--- config.mk ---
export PLATFORM = sky130hd
export DESIGN_NAME = onehot_stream_encoder
export DESIGN_NICKNAME = d
export VERILOG_FILES = /design/src/rtl/onehot_stream_encoder.sv
export SDC_FILE = /design/constraint.sdc
export NUM_CORES = 1
export LEC_CHECK = 0
export ABC_AREA = 1
export BUFFER_PORTS_ARGS = -buffer_cell sky130_fd_sc_hd__buf_2
export CAP_MARGIN = 20
export CORE_ASPECT_RATIO = 1.5
export CORE_MARGIN = 4
export CORE_UTILIZATION = 35
export CTS_BUF_LIST = sky130_fd_sc_hd__clkbuf_2 sky130_fd_sc_hd__clkbuf_4 sky130_fd_sc_hd__clkbuf_8
export CTS_CLUSTER_DIAMETER = 100
export DETAILED_ROUTE_END_ITERATION = 7
export SKIP_LAST_GASP = 1
export SYNTH_ARGS = -nofsm -noshare
export SYNTH_HDL_FRONTEND = slang
export SYNTH_SLANG_ARGS = --single-unit
--- constraint.sdc ---
create_clock -name clk -period 1.7 [get_ports clk]
set_input_delay 0.085 -clock clk [delete_from_list [all_inputs] [get_ports clk]]
set_output_delay 0.085 -clock clk [all_outputs]
set_load 0.01 [all_outputs]
--- src/rtl/onehot_stream_encoder.sv ---
// Turns an 8-bit request vector into a stream of 3-bit indices, one per accepted beat,
// in priority order. Vectors arrive over a valid/ready handshake. Zero vectors are dropped.
module onehot_stream_encoder #(
    parameter bit LSB_FIRST = 1'b1,
    parameter int CNT_W     = 4
) (
    input  logic             clk,
    input  logic             reset,
    input  logic             in_valid,
    output logic             in_ready,
    input  logic [7:0]       in_vec,
    output logic             out_valid,
    input  logic             out_ready,
    output logic [2:0]       out_idx,
    output logic             out_last,
    output logic [CNT_W-1:0] out_cnt,
    output logic             zero_drop
);

    localparam logic [0:0] IDLE  = 1'b0;
    localparam logic [0:0] SERVE = 1'b1;

    logic [0:0] state;
    logic [7:0] mask;
    logic [7:0] mask_rest;
    logic       beat;
    logic       accept;

    // Priority bit: the scan order makes the last hit win.
    function automatic logic [2:0] prio_idx(input logic [7:0] v);
        logic [2:0] idx;
        idx = '0;
        for (int i = 0; i < 8; i++) begin
            if (LSB_FIRST) begin
                if (v[7-i]) idx = 3'(7 - i);
            end else begin
                if (v[i]) idx = 3'(i);
            end
        end
        return idx;
    endfunction

    function automatic logic [CNT_W-1:0] popcount(input logic [7:0] v);
        logic [CNT_W-1:0] cnt;
        cnt = '0;
        for (int i = 0; i < 8; i++) cnt = cnt + CNT_W'(v[i]);
        return cnt;
    endfunction

    function automatic logic is_single(input logic [7:0] v);
        return (v != 8'd0) && ((v & (v - 8'd1)) == 8'd0);
    endfunction

    assign out_valid = (state == SERVE);
    assign beat      = out_valid && out_ready;
    assign in_ready  = (state == IDLE) || (beat && out_last);
    assign accept    = in_valid && in_ready;
    assign mask_rest = mask & ~(8'd1 << out_idx);

    always_ff @(posedge clk or negedge reset) begin
        if (!reset) begin
            state     <= IDLE;
            mask      <= '0;
            out_idx   <= '0;
            out_last  <= 1'b0;
            out_cnt   <= '0;
            zero_drop <= 1'b0;
        end else begin
            zero_drop <= 1'b0;
            if (beat) begin
                // An emptied mask yields idx=0 and last=0, which is the IDLE output value.
                mask     <= mask_rest;
                out_idx  <= prio_idx(mask_rest);
                out_last <= is_single(mask_rest);
                if (out_last) state <= IDLE;
            end
            // NOTE: with non-blocking assignments the later statement wins, so a load
            // in the same cycle as the last beat cleanly overrides the drain above.
            if (accept) begin
                if (in_vec == 8'd0) begin
                    state     <= IDLE;
                    mask      <= '0;
                    out_idx   <= '0;
                    out_last  <= 1'b0;
                    out_cnt   <= '0;
                    zero_drop <= 1'b1;
                end else begin
                    state    <= SERVE;
                    mask     <= in_vec;
                    out_idx  <= prio_idx(in_vec);
                    out_last <= is_single(in_vec);
                    out_cnt  <= popcount(in_vec);
                end
            end
        end
    end

endmodule

==> metrics, run 1 <==
outcome complete, but fails checks; failing checks negative setup slack; Die Wd 60.0 um; Yosys cell types 24; post-DR wirelength/cell 12.8 um; share of cells above drive strength 1 26.1%; Worst EP required 1.85 ns; largest net degree at the start of global routing 19; Routed Antenna Nets 0; Final nets 256; data arrival time of the worst path 2.50 ns; Root Buffer clkbuf_8; R2R depth 9; Pwr Density 1560 nW/um2; Row Count 28; final worst-path cycle share 138%; mapped cell area 1420 um2; Ant. Diodes 0; final slew viol count 0; RSZ-0062 raised after global routing true; I/O pin count 23; critical path peak fanout 2; clock tree buffer depth 2; Synth Area in XOR/XNOR 0.617%; most common cell after layout, fill and taps aside nand2_1; drt initial violations 28; mux cell area share after synthesis 0%; sequential fraction of the synthesis area 31.7%; placed cell count 273; complex-gate fraction of the synthesized area 12.7%; dpl ws -1.00 ns; flops & latches, synth 18; TritonCTS buffer count 3; worst reg-to-reg setup slack 0.17 ns; Final WS setup -0.647 ns; Post-Synth Adder-Cell Area 10.0%; Detail Placement HPWL 2910 um; DR pass1 iterations 4; Max VDD drop 0.574 mV; core area 3920 um2; Post-synth ARST share 100%; Post-Syn Area per Cell 7.03 um2; crit-path cells buf_8, fa_1, inv_1, fa_1, fa_2, inv_2, ha_4, inv_2, fa_2, o21ai_1; worst r2r dst out_last; first-pass GRT wire length 5870 um; setup TNS -2.10 ns; EDFF count, synth 0; Worst Clk Skew 0.00261 ns; syn_nets 223; end point of the critical path out_cnt[1]; I/O Buffers 22; WL final 3570 um; Setup Crit Path Kind input port to register; post-layout min period 2.35 ns; main area contributors after synthesis dfrtp_1 (32%), nand2_1 (14%), inv_1 (7.9%); max capacitance violation total 0; number of setup violations in the final report 4; Worst Tran Pin Value 0.410 ns; Lkg Pwr 0.934 nW; Rel. slew slack 72.6%; Filler cells 447; cell type with the largest total area after synthesis dfrtp_1; CP endpoint kind register; htree depth 1; area grow syn2layout 21.4%; starting density of the core 36.2%; vias per inst 4.79; synthesized instance count 202; vias in the first global route 1320; Final Power 2.69 mW; TritonCTS clock tree done; crit path max-delay cell type fa_1; CP startpoint in_vec[0]; hold path cells 3; remaining global-route overflow 0; Die H 86.0 um; insertion delay to the later sink of the worst-skew pair 0.26 ns; largest family of logic cells by synthesized area simple AND/OR/NAND/NOR gates; die area 5160 um2; r2r startpoint out_last; Synth top area share 31.7%; via count 1337; clock slew at reported path FFs 0.07 ns; startpoint types input port; max incr delay on CP 0.53 ns; initial antenna violation count 0; Fmax achieved 0.426 GHz; Total GRT Usage 15.1%; gpl congestion 0.855; Final Non-Filler Cells 279; synth warn 0; Residual DRC 0; ys flop type dfrtp_1; Post-Synth Simple-Gate Area 35.3%; most frequent cells in the layout nand2_1 (51), inv_1 (28), nor2_1 (22); CTS sink count 18; Hold Fails Final Rpt 0; Worst Hold Class input port to register
## cells in the mapped netlist (3+ instances only)
library cell  number
nand3_1            9
nor2_1            22
nand2_2            8
nand2_4            5
ha_1               5
inv_1             30
o21ai_0           17
o22ai_1            3
nand2_1           52
a21oi_1           12
dfrtp_1           18
fa_1               4
## metal layers
| layer | GRT usage, % | share of wire, % | vias up |
|---|---|---|---|
| li1 | - | - | 701 |
| met5 | 0 | 0 | - |
| met3 | 0.753 | 1.5 | 9 |
| met1 | 16.0 | 38 | 606 |
| met4 | 9.27 | 3.7 | 0 |
| met2 | 27.9 | 57 | 21 |
## metrics by stage
step / hold WS [ns] / utilization [%] / cell area, um2
after detailed placement: 0.0412 / 41.4 / 1620
after floorplan: -0.211 / - / 1420
after global placement: 0.0380 / 41.4 / 1620
final: 0.109 / 43.9 / 1720
after global routing: 0.139 / 43.9 / 1720
after CTS: 0.104 / 43.6 / 1710
## worst min path at each step
stage	start	end
2_1_floorplan	reset	mask[0]
3_3_place_gp	reset	mask[6]
3_5_place_dp	reset	mask[6]
4_1_cts	in_vec[7]	mask[7]
5_1_grt	in_vec[7]	mask[7]
6_report	in_vec[7]	mask[7]
## final cells by class
class / count / area [um2] / area share (%)
repair buffers: 30 / 183 / 10.6
flip-flops and latches: 18 / 450 / 26.1
well taps: 45 / 56.3 / 3.27
multi-input cells: 149 / 853 / 49.5
inverters: 33 / 126 / 7.33
clock buffers: 4 / 55.1 / 3.19
## timing repair
item	4_1_cts	5_1_grt
pin swaps	5	3
endpoints found under the setup margin	4	5
resized for setup	7	3
hold buffers	1	0
setup buffers	0	1
hold endpoints to repair	18	0
## critical path, delay by kind of cell
| family | cells | cell delay [ns] |
|---|---|---|
| buffers and inverters | 4 | 0.26 |
| adders and majority gates | 5 | 2.09 |
| AOI/OAI and AO/OA | 1 | 0.06 |
## flip-flops by register name (all words and copies together) (netlist names)
signal     count
mask           8
out_cnt        4
out_idx        3
out_last       1
out_valid      1
zero_drop      1
## power by group
group	internal, mW	switching (mW)	total [mW]
clock	0.206	0.154	0.360
sequential	0.611	0.159	0.770
combinational	0.583	0.972	1.56
## logic make-up after synthesis
logic type      after synthesis
simple gates                105
buf+inv                      35
compound gates               34
flops                        18
fa+ha+maj                     9
xor+xnor                      1
Note: power is estimated with default switching activity, not from simulation.
==> inputs of run 2 (changes only) <==
CAP_MARGIN = not set   (was 20)
CELL_PAD_IN_SITES_DETAIL_PLACEMENT = 2   (was not set)
CELL_PAD_IN_SITES_GLOBAL_PLACEMENT = 2   (was not set)
CORE_UTILIZATION = 32   (was 35)
PLACE_DENSITY_LB_ADDON = 0.1   (was not set)
==> run 2 against run 1 <==
  * Worst hold slack better by 0.058 ns
  * Critical path type unchanged
  * Via count rose by 9.2%
  * Highest routed layer unchanged
  * Global-route usage increased by 3.1 points
  * Cell area up 5.8%
  * Power increased by 7.8%
  * Clock skew grew 0.0025 ns
  * Routed wire length rose by 36%
  * Largest cell class unchanged
  * Combinational power grew 12%
  * Count of clock-buffer cells in the layout unchanged
  * The run still ends with negative setup slack left
==> metrics, run 2 (synthesized netlist as in run 1, its figures left out) <==
outcome complete, but fails checks; failing checks negative setup slack; die area 5590 um2 (+8.3%); Lkg Pwr 0.986 nW (+5.6%); WL final 4860 um (+36%); Total GRT Usage 18.3% (+3.1 points); clock slew at reported path FFs 0.07 ns (about the same); vias per inst 5.02 (+4.7%); clock tree buffer depth 2 (unchanged); Top reg by flops mask; net switching power 1.41 mW (+9.8%); Switching Fraction 48.8% (+0.92 points); core area 4250 um2 (+8.2%); Crit path buffers/inverters 4 (unchanged); crit path max-delay cell type fa_1; Hold Fails Final Rpt 0 (unchanged); crit-path cells buf_8, fa_1, inv_2, fa_1, fa_1, inv_2, ha_4, inv_2, fa_2, xor2_1, o21ai_1; area grow syn2layout 28.5%; startpoint types input port; TritonCTS clock tree done; Worst Clk Skew 0.00513 ns (+0.00252 ns); max incr delay on CP 0.54 ns (about the same); share of cells above drive strength 1 31.4% (+5.4 points); most common cell after layout, fill and taps aside nand2_1; Pwr Density 1590 nW/um2 (+1.8%); CTS sink count 18 (unchanged); remaining global-route overflow 0 (unchanged); Rel. slew slack 70.5% (-2.2 points); biggest regs mask (8), out_cnt (4), out_idx (3); register area 454 um2 (+0.83%); max reg flops 8 (unchanged); post-layout min period 2.38 ns (+0.0373 ns); first-pass GRT wire length 7980 um (+36%); htree depth 1 (unchanged); dpl ws -1.02 ns (-0.0173 ns); post-DR wirelength/cell 16.7 um (+31%); starting density of the core 33.5% (-2.7 points); Ant. Diodes 0 (unchanged); Routed Antenna Nets 0 (unchanged); Final nets 267 (+4.3%); Residual DRC 0 (unchanged); drt initial violations 42 (+50%); I/O pin count 23 (unchanged); data arrival time of the worst path 2.52 ns (+0.02 ns); Detail Placement HPWL 3960 um (+36%); DP Area 1660 um2 (+2.4%); final slew viol count 0 (unchanged); RSZ-0062 raised after global routing true; Max VDD drop 0.588 mV (+2.3%); vias in the first global route 1655 (+25%); CP endpoint kind register; Filler cells 506 (+13%); most frequent cells in the layout nand2_1 (51), inv_1 (27), nor2_1 (21), buf_2 (21), buf_4 (16); Setup Crit Path Kind input port to register; sequential power share 27.2% (-1.5 points); Int Power 1.48 mW (+5.9%); largest net degree at the start of global routing 19 (unchanged); Worst EP required 1.84 ns (about the same); number of setup violations in the final report 4 (unchanged); Root Buffer clkbuf_8; initial antenna violation count 0 (unchanged); Comb pwr share 60.4% (+2.5 points); final worst-path cycle share 140% (+2.2 points); Die H 89.6 um (+4.2%); TritonCTS buffer count 3 (unchanged); hold slack 0.167 ns (+0.0577 ns); clock network fraction of design power 12.4% (-1.0 points); critical path peak fanout 2 (unchanged); Final WS setup -0.685 ns (-0.0373 ns); Worst Hold Class input port to register; Fmax achieved 0.419 GHz (-1.6%); insertion delay to the later sink of the worst-skew pair 0.26 ns (about the same); Row Count 29 (+3.6%); DR pass1 iterations 4 (unchanged); critical path's top delay family adder cells; I/O Buffers 22 (unchanged); max capacitance violation total 0 (unchanged); via count 1460 (+9.2%); Multi-input gate area 858 um2 (+0.59%); Final Instance Area 1820 um2 (+5.8%); Die Wd 62.4 um (+4.0%); gpl congestion 0.789 (-7.7%); Final Power 2.89 mW (+7.8%); Worst Tran Pin Value 0.443 ns (+0.0324 ns)
run 2: changes by cell type in the layout (fill, tap and decap cells not counted), sizes merged:
| cell | previous run | this run |
|---|---|---|
| buf | 29 | 40 |
run 2: tightest hold or removal path: cells and delay by family:
kind                   cells  cell delay (ns)
and+or+nand+nor            3             0.21
buffers and inverters      1             0.09
run 2: layout make-up:
cell class | count | share of cell area (%)
multi-input cells | 149 | 47.1
flip-flops and latches | 18 | 24.9
repair buffers | 41 | 15.0
inverters | 33 | 6.93
well taps | 46 | 3.16
clock buffers | 4 | 3.02
run 2: power groups by stage:
stage	clock (mW)	sequential, mW	combinational [mW]
after floorplan	0	0.796	1.08
after global placement	0	0.769	1.55
after detailed placement	0	0.783	1.64
after CTS	0.375	0.777	1.71
after global routing	0.395	0.819	1.98
final	0.359	0.786	1.75
run 2: path summary, 6_finish.rpt:
path / from / end / slack (ns) / cells after the start
setup / recovery: in_vec[0] / out_cnt[2] / -0.68 / 11
hold / removal: out_ready / out_valid / 0.17 / 4
setup reg to reg: out_last / out_last / 0.14 / 9
hold reg to reg: out_cnt[1] / out_cnt[1] / 0.51 / 2
max in group asynchronous: reset / out_idx[1] / 1.08 / 2
min in group asynchronous: reset / zero_drop / 0.29 / 2
run 2: what timing repair did:
item | 4_1_cts | 5_1_grt
endpoints found under the hold margin | 18 | 0
setup buffers | 3 | 4
setup endpoints to repair | 4 | 6
pin swaps | 2 | 3
hold buffers | 1 | 0
resized for setup | 10 | 6
run 2: through the flow:
step                setup TNS [ns]  std cells  util, %
floorplan                    -2.41        202        -
global placement             -3.26        279     39.2
detailed placement           -3.40        279     39.2
CTS                          -2.24        287     41.9
global route                 -2.60        291     43.0
finish                       -2.31        291     43.0
run 2: routing by layer:
layer / GRT usage [%] / wire (um) / share of wire (%)
met1: 18.3 / 1850 / 38
met2: 38.7 / 2860 / 59
met3: 0.872 / 50 / 1.0
met4: 7.53 / 106 / 2.2
met5: 0 / 0 / 0
